`config.mk`:
```
export PLATFORM = sky130hd
export DESIGN_NAME = score_ssd_driver
export DESIGN_NICKNAME = d
export VERILOG_FILES = /design/src/rtl/score_ssd_driver.sv
export SDC_FILE = /design/constraint.sdc
export NUM_CORES = 1
export LEC_CHECK = 0
export BUFFER_PORTS_ARGS = -buffer_cell sky130_fd_sc_hd__buf_2
export CORE_ASPECT_RATIO = 0.7
export CORE_MARGIN = 5
export CORE_UTILIZATION = 36
export CTS_BUF_LIST = sky130_fd_sc_hd__clkbuf_16
export DETAILED_ROUTE_END_ITERATION = 8
export HOLD_SLACK_MARGIN = 0.15
export PLACE_DENSITY = 0.6
export SETUP_SLACK_MARGIN = 0.02
export SYNTH_ARGS = -nofsm -noshare
export SYNTH_HDL_FRONTEND = slang
export SYNTH_SLANG_ARGS = --single-unit
```
`constraint.sdc`:
```
create_clock -name clk -period 3.1 [get_ports clk]
set_input_delay 0.62 -clock clk [delete_from_list [all_inputs] [get_ports clk]]
set_output_delay 0.62 -clock clk [all_outputs]
set_load 0.05 [all_outputs]
```
`src/rtl/score_ssd_driver.sv`:
```
// Eight-digit multiplexed seven-segment driver for the score/lives display.
// Inputs are snapshotted once per scan frame so every frame is self-consistent.
module score_ssd_driver #(
   parameter int SCAN_BITS  = 18,
   parameter int BLINK_BITS = 26
) (
   input  logic       clk,
   input  logic       rst,
   input  logic [3:0] score_ones,
   input  logic [3:0] score_tens,
   input  logic [3:0] lives,
   input  logic       game_over,
   output logic [7:0] an,
   output logic [6:0] ssd,
   output logic       dp
);

   logic [SCAN_BITS-1:0]  scan_cnt_reg;
   logic [BLINK_BITS-1:0] blink_cnt_reg;
   logic [3:0]            ones_reg;
   logic [3:0]            tens_reg;
   logic [3:0]            lives_reg;
   logic                  game_over_reg;

   logic [2:0] idx;
   logic       frame_wrap;
   logic       blink_off;

   logic [7:0] an_next;
   logic [6:0] ssd_next;
   logic       dp_next;
   logic [3:0] digit_val;
   logic       digit_on;

   assign idx        = scan_cnt_reg[SCAN_BITS-1 -: 3];
   assign frame_wrap = &scan_cnt_reg;
   assign blink_off  = game_over_reg & blink_cnt_reg[BLINK_BITS-1];

   function automatic logic [6:0] seg_encode(input logic [3:0] v);
      logic [6:0] s;
      case (v)
         4'd0:    s = 7'b1000000;
         4'd1:    s = 7'b1111001;
         4'd2:    s = 7'b0100100;
         4'd3:    s = 7'b0110000;
         4'd4:    s = 7'b0011001;
         4'd5:    s = 7'b0010010;
         4'd6:    s = 7'b0000010;
         4'd7:    s = 7'b1111000;
         4'd8:    s = 7'b0000000;
         4'd9:    s = 7'b0010000;
         default: s = 7'b0111111;
      endcase
      return s;
   endfunction

   always_ff @(posedge clk or posedge rst) begin
      if (rst) begin
         scan_cnt_reg  <= '0;
         blink_cnt_reg <= '0;
      end else begin
         scan_cnt_reg  <= scan_cnt_reg + 1'b1;
         blink_cnt_reg <= blink_cnt_reg + 1'b1;
      end
   end

   // Snapshot only on the edge that wraps the scan counter back to digit 0
   always_ff @(posedge clk or posedge rst) begin
      if (rst) begin
         ones_reg      <= 4'd0;
         tens_reg      <= 4'd0;
         lives_reg     <= 4'd0;
         game_over_reg <= 1'b0;
      end else if (frame_wrap) begin
         ones_reg      <= score_ones;
         tens_reg      <= score_tens;
         lives_reg     <= lives;
         game_over_reg <= game_over;
      end
   end

   always_comb begin
      digit_on  = 1'b0;
      digit_val = 4'd0;
      an_next   = 8'hFF;
      ssd_next  = 7'h7F;
      dp_next   = 1'b1;
      case (idx)
         3'd0: begin
            digit_on  = 1'b1;
            digit_val = ones_reg;
         end
         3'd1: begin
            digit_on  = (tens_reg != 4'd0);
            digit_val = tens_reg;
         end
         3'd4: begin
            digit_on  = 1'b1;
            digit_val = lives_reg;
         end
         default: digit_on = 1'b0;
      endcase
      if (blink_off)
         digit_on = 1'b0;
      if (digit_on) begin
         an_next  = ~(8'd1 << idx);
         ssd_next = seg_encode(digit_val);
         dp_next  = (idx != 3'd4);
      end
   end

   always_ff @(posedge clk or posedge rst) begin
      if (rst) begin
         an  <= 8'hFF;
         ssd <= 7'h7F;
         dp  <= 1'b1;
      end else begin
         an  <= an_next;
         ssd <= ssd_next;
         dp  <= dp_next;
      end
   end

endmodule

```
======== Word level (Yosys, flattened, before mapping) ========
Memories as Yosys holds them, arrays and structs flattened.
Cells that the tools add are included.
word-level totals
  flip-flop bits (word level) ............. 73
  ROM bits ................................ 112
  memories ................................ 1
  output and inout bits ................... 16
  input bits .............................. 15
cells by class
  equal/unequal tests ..................... 3
  bitwise logic cells ..................... 2
  muxes and demuxes ....................... 6
  shift operators ......................... 1
  reductions and logical operators ........ 4
  $add $sub $neg .......................... 2
memories
  name              depth  bits a word  rd ports  clocked after memory_dff  write ports  RTL line  source
  (name not given)  16     7            1         0                         0            41        case (v)
operator list
  kind                                                               count
  26-bit by 1-bit adder with 26-bit output, second input constant    1
  18-bit by 1-bit adder with 18-bit output, second input constant    1
  18-bit AND reduction                                               1
  4-bit case mux with 3 select lines                                 1
  8-bit two-way mux                                                  1
  8-bit inverter                                                     1
  1-bit by 3-bit << shifter with 8-bit output, first input constant  1
  7-bit two-way mux                                                  1
  4-bit nonzero test                                                 1
  3-bit by 1-bit == test with 1-bit output, second input constant    1
  3-bit == test, second input constant                               1
  3-bit zero test                                                    1
  3-bit inequality test, second input constant                       1
  1-bit two-way mux                                                  2
  1-bit case mux with 2 select lines                                 1
  2-bit OR reduction                                                 1
  1-bit bitwise AND                                                  1

======== Logic depth before layout (Yosys ltp) ========
  depth after elaboration ................. 5
  gate-level depth with buffers ........... 9

======== Worst setup path before layout ========
OpenSTA, ideal clock, no wires.
  path kind ............................... flip-flop to flip-flop
  start ................................... reg scan_cnt_reg[17]
  end ..................................... reg ssd[4]
  cell stages (with the launch flop) ...... 9
  data required time ...................... 3.009 ns
  path slack .............................. 1.291 ns
  arrival ................................. 1.718 ns
  cells stage by stage .................... dfrtp_1 > buf_2 > mux2_2 > o21a_1 > inv_1 > ha_1 > inv_1 > o211ai_1 > a31oi_1
on the way
  longest elaborated chain between the ends .. 5
RTL lines
  element                                                                         RTL line  source
  start: declaration                                                              18        logic [SCAN_BITS-1:0] scan_cnt_reg;
  start signal: assignment                                                        62        scan_cnt_reg <= scan_cnt_reg + 1'b1;
  parallel branches: the longest is 4 deep, another holds memory read 16 x 7 bit  --
  7-bit two-way mux (*)                                                           105       if (digit_on) begin
  named net ssd_next[4]                                                           30        logic [6:0] ssd_next;
  end signal: assignment                                                          119       ssd <= ssd_next;
  end: declaration                                                                14        output logic [6:0] ssd,
Mark *: on every way through the listed nets, which the timed path passes.
A chain may end at the register's enable or synchronous reset.

======== Worst setup path after layout ========
  start ................................... reg scan_cnt_reg[0]
  end ..................................... reg ones_reg[1]
on the way
  longest elaborated chain between the ends .. 1
RTL lines
  element                 RTL line  source
  18-bit AND reduction    36        assign frame_wrap = &scan_cnt_reg;
  end signal: assignment  75        ones_reg <= score_ones;
  end: declaration        20        logic [3:0] ones_reg;
Every way passes these cells.

==> flow_summary.ini <==
[outcome]
outcome = finished, final reports clean

[sta]
rsz0062_at_grt = false
hold_viol = 0
whs_ps = 359
clock_skew_ps = 6.66
fmax_mhz = 449
max-slew-margin-rel_pct = 47.7
post-route-min-period_ps = 2230
finalCritPeriodShare_pct = 71.9
setup_viol = 0
worstMarginPinSlew_ps = 784
finalSetupTns_ps = 0
report.final.slew_viol_count = 0

[critical_path]
start_kind = flip-flop
crit_type = flip-flop to flip-flop
path_max_fanout = 13
crit_required_ps = 3310
cp_num_buf_inv = 0
cp_top_family = simple AND/OR/NAND/NOR gates
crit_path_end_kind = flip-flop
crit_arrival_ps = 2440
slowest_stage = and3_1
slowest_delay_ps = 710
worstPathCellList = ha_1, nand3_2, nor3_4, and3_1, mux2_2

[route]
avgViaCountPerCell = 4.54
drt-total-wl_um = 5460
first_iter_violations = 84
drc = 0
first_pass_iters = 4
wl_per_cell_um = 12.6
ant_nets = 0
vias = 1965

[synth]
synth_area_per_cell_um2 = 12.2
syn_inst = 266
yosysWarningCount = 0
synth-edff-count = 0
synth-seq-cells = 72
ys_types = 45
synth_flop_cell = dfrtp_1
ys_seq_area_share_pct = 56.1
synth_area_um2 = 3240
async_reset_ff_share_pct = 100

[clocking]
root_buffer = clkbuf_16
htreeDepth = 3
clkSinkCount = 72
ctsResizeCount = 0
cts_hold_buffers = 0
clkTransAtPathRegs_ps = 60
postCtsSetupBuffers = 0
clock_latency_ps = 330
cts_tree = built
cts_buffers = 9
clockBufferDepth = 2

[cells_and_area]
antenna_cells = 0
fin_nets = 326
drive_gt1_share_pct = 26.2
fin_area_um2 = 3810
synthToLayoutAreaGrowth_pct = 17.5
largest_register_ffs = 26

[power]
swShare_pct = 20.9
p_seq_share_pct = 47.7
p_per_area_nw_per_um2 = 521
power.total_mw = 1.99
p_sw_mw = 0.414
p_int_mw = 1.57
clkPwrFrac_pct = 49.9
power_frac_comb_pct = 2.4
ir_worst_vdd_mv = 0.312
p_leak_nw = 1.77

[die]
core_um2 = 8930
die_x_um = 123
die_y_um = 89.4
rows = 29
ioPinCount = 31
dieArea_um2 = 11000
initial_utilization_pct = 36.3

[grt]
grt_pass1_wl_um = 9440
grt.total_usage_pct = 11.2
antenna_found_initial = 0
grt-ovfl-total = 0
grt_pass1_vias = 1916
grt_max_degree = 73

[placed_design]
gp_congestion = 0.806
placed_cell_area_um2 = 3520
hpwl_um = 3690
portBuffers = 30

[flow_run]
drv_cap = 0

[min_path]
hp-class = primary input to async pin
area by class of cell:
type,instances,area (um^2)
well taps,124,155
clock inverters,7,62.6
clock buffers,9,225
flip-flops and latches,72,1820
repair buffers,31,170
multi-input cells,180,1340
fillers,867,5120
inverters,10,37.5
power groups by stage:
stage          registers [mW]  logic (mW)  clock network [mW]
6_report                0.947      0.0474               0.991
5_1_grt                 0.947      0.0536                1.07
4_1_cts                 0.947      0.0495                1.02
3_5_place_dp            0.963      0.0492                   0
3_3_place_gp            0.963      0.0495                   0
2_1_floorplan           0.977      0.0145                   0
synth_stat cells, types with 2 or more instances:
| library cell | count | area share, % |
|---|---|---|
| dfrtp_1 | 57 | 44 |
| xnor2_1 | 30 | 8.1 |
| nand2_1 | 21 | 2.4 |
| nand3_1 | 18 | 2.8 |
| dfstp_2 | 15 | 12 |
| nor2_1 | 13 | 1.5 |
| inv_1 | 10 | 1.2 |
| mux2_4 | 10 | 4.6 |
| xor2_1 | 10 | 2.7 |
| ha_1 | 7 | 2.7 |
| and3_1 | 6 | 1.2 |
| and4_1 | 6 | 1.6 |
| mux2i_1 | 6 | 1.9 |
| a21oi_1 | 5 | 0.77 |
| and2_1 | 4 | 0.77 |
| mux2_2 | 4 | 1.4 |
| nand4_1 | 4 | 0.77 |
| buf_2 | 3 | 0.46 |
| nand3b_1 | 3 | 0.69 |
| nor4_1 | 3 | 0.58 |
| o21ai_0 | 3 | 0.46 |
| clkbuf_1 | 2 | 0.23 |
| nor3_1 | 2 | 0.31 |
| o211ai_1 | 2 | 0.46 |
| o21a_1 | 2 | 0.46 |
worst paths after layout:
path,start,to,slack (ps),cells after the start
max,scan_cnt_reg[0],ones_reg[1],870,5
min,rst,scan_cnt_reg[0],360,3
max reg2reg,scan_cnt_reg[0],ones_reg[1],870,5
min reg2reg,blink_cnt_reg[5],blink_cnt_reg[5],460,1
max in group asynchronous,rst,an[3],2400,3
min in group clk,blink_cnt_reg[5],blink_cnt_reg[5],460,1
metrics by stage:
stage          utilization (%)  std cells  setup WS (ps)
2_1_floorplan                -        270            680
3_3_place_gp              39.5        417            952
3_5_place_dp              39.5        417            874
4_1_cts                   42.7        433            853
5_1_grt                   42.7        433            727
6_report                  42.7        433            871
layer usage:
metal	up-vias	GRT usage [%]	wire, um
li1	971	-	-
met1	956	14.8	2740
met2	30	16.1	2330
met3	8	6.26	331
met4	0	2.71	55
met5	-	0	0
worst min-delay path: cells and delay by family:
family	cells	cell delay (ps)
buffers and inverters	3	480
kinds of logic (layout without fill, tap and decap cells):
| kind of cell | after synthesis | after routing | share of synthesized area, % |
|---|---|---|---|
| fa+ha+maj | 7 | 7 | 2.70 |
| compound gates | 17 | 17 | 3.51 |
| mux | 20 | 20 | 7.87 |
| other cells | 1 | 5 | 0.116 |
| buf+inv | 18 | 57 | 3.05 |
| flops | 72 | 72 | 56.1 |
| xor+xnor | 40 | 40 | 10.8 |
| simple gates | 91 | 91 | 15.8 |
cells in the final DEF, fill, tap and decap left out, types with 6 or more instances in the layout:
cell type	Yosys	final
and3_1	6	6
and4_1	6	6
buf_2	3	30
clkbuf_16	0	9
dfrtp_1	57	57
dfstp_2	15	15
ha_1	7	7
inv_1	10	9
mux2_4	10	10
mux2i_1	6	6
nand2_1	21	21
nand3_1	18	18
nor2_1	13	13
xnor2_1	30	30
xor2_1	10	10
Power figures use the tool's default switching activity.
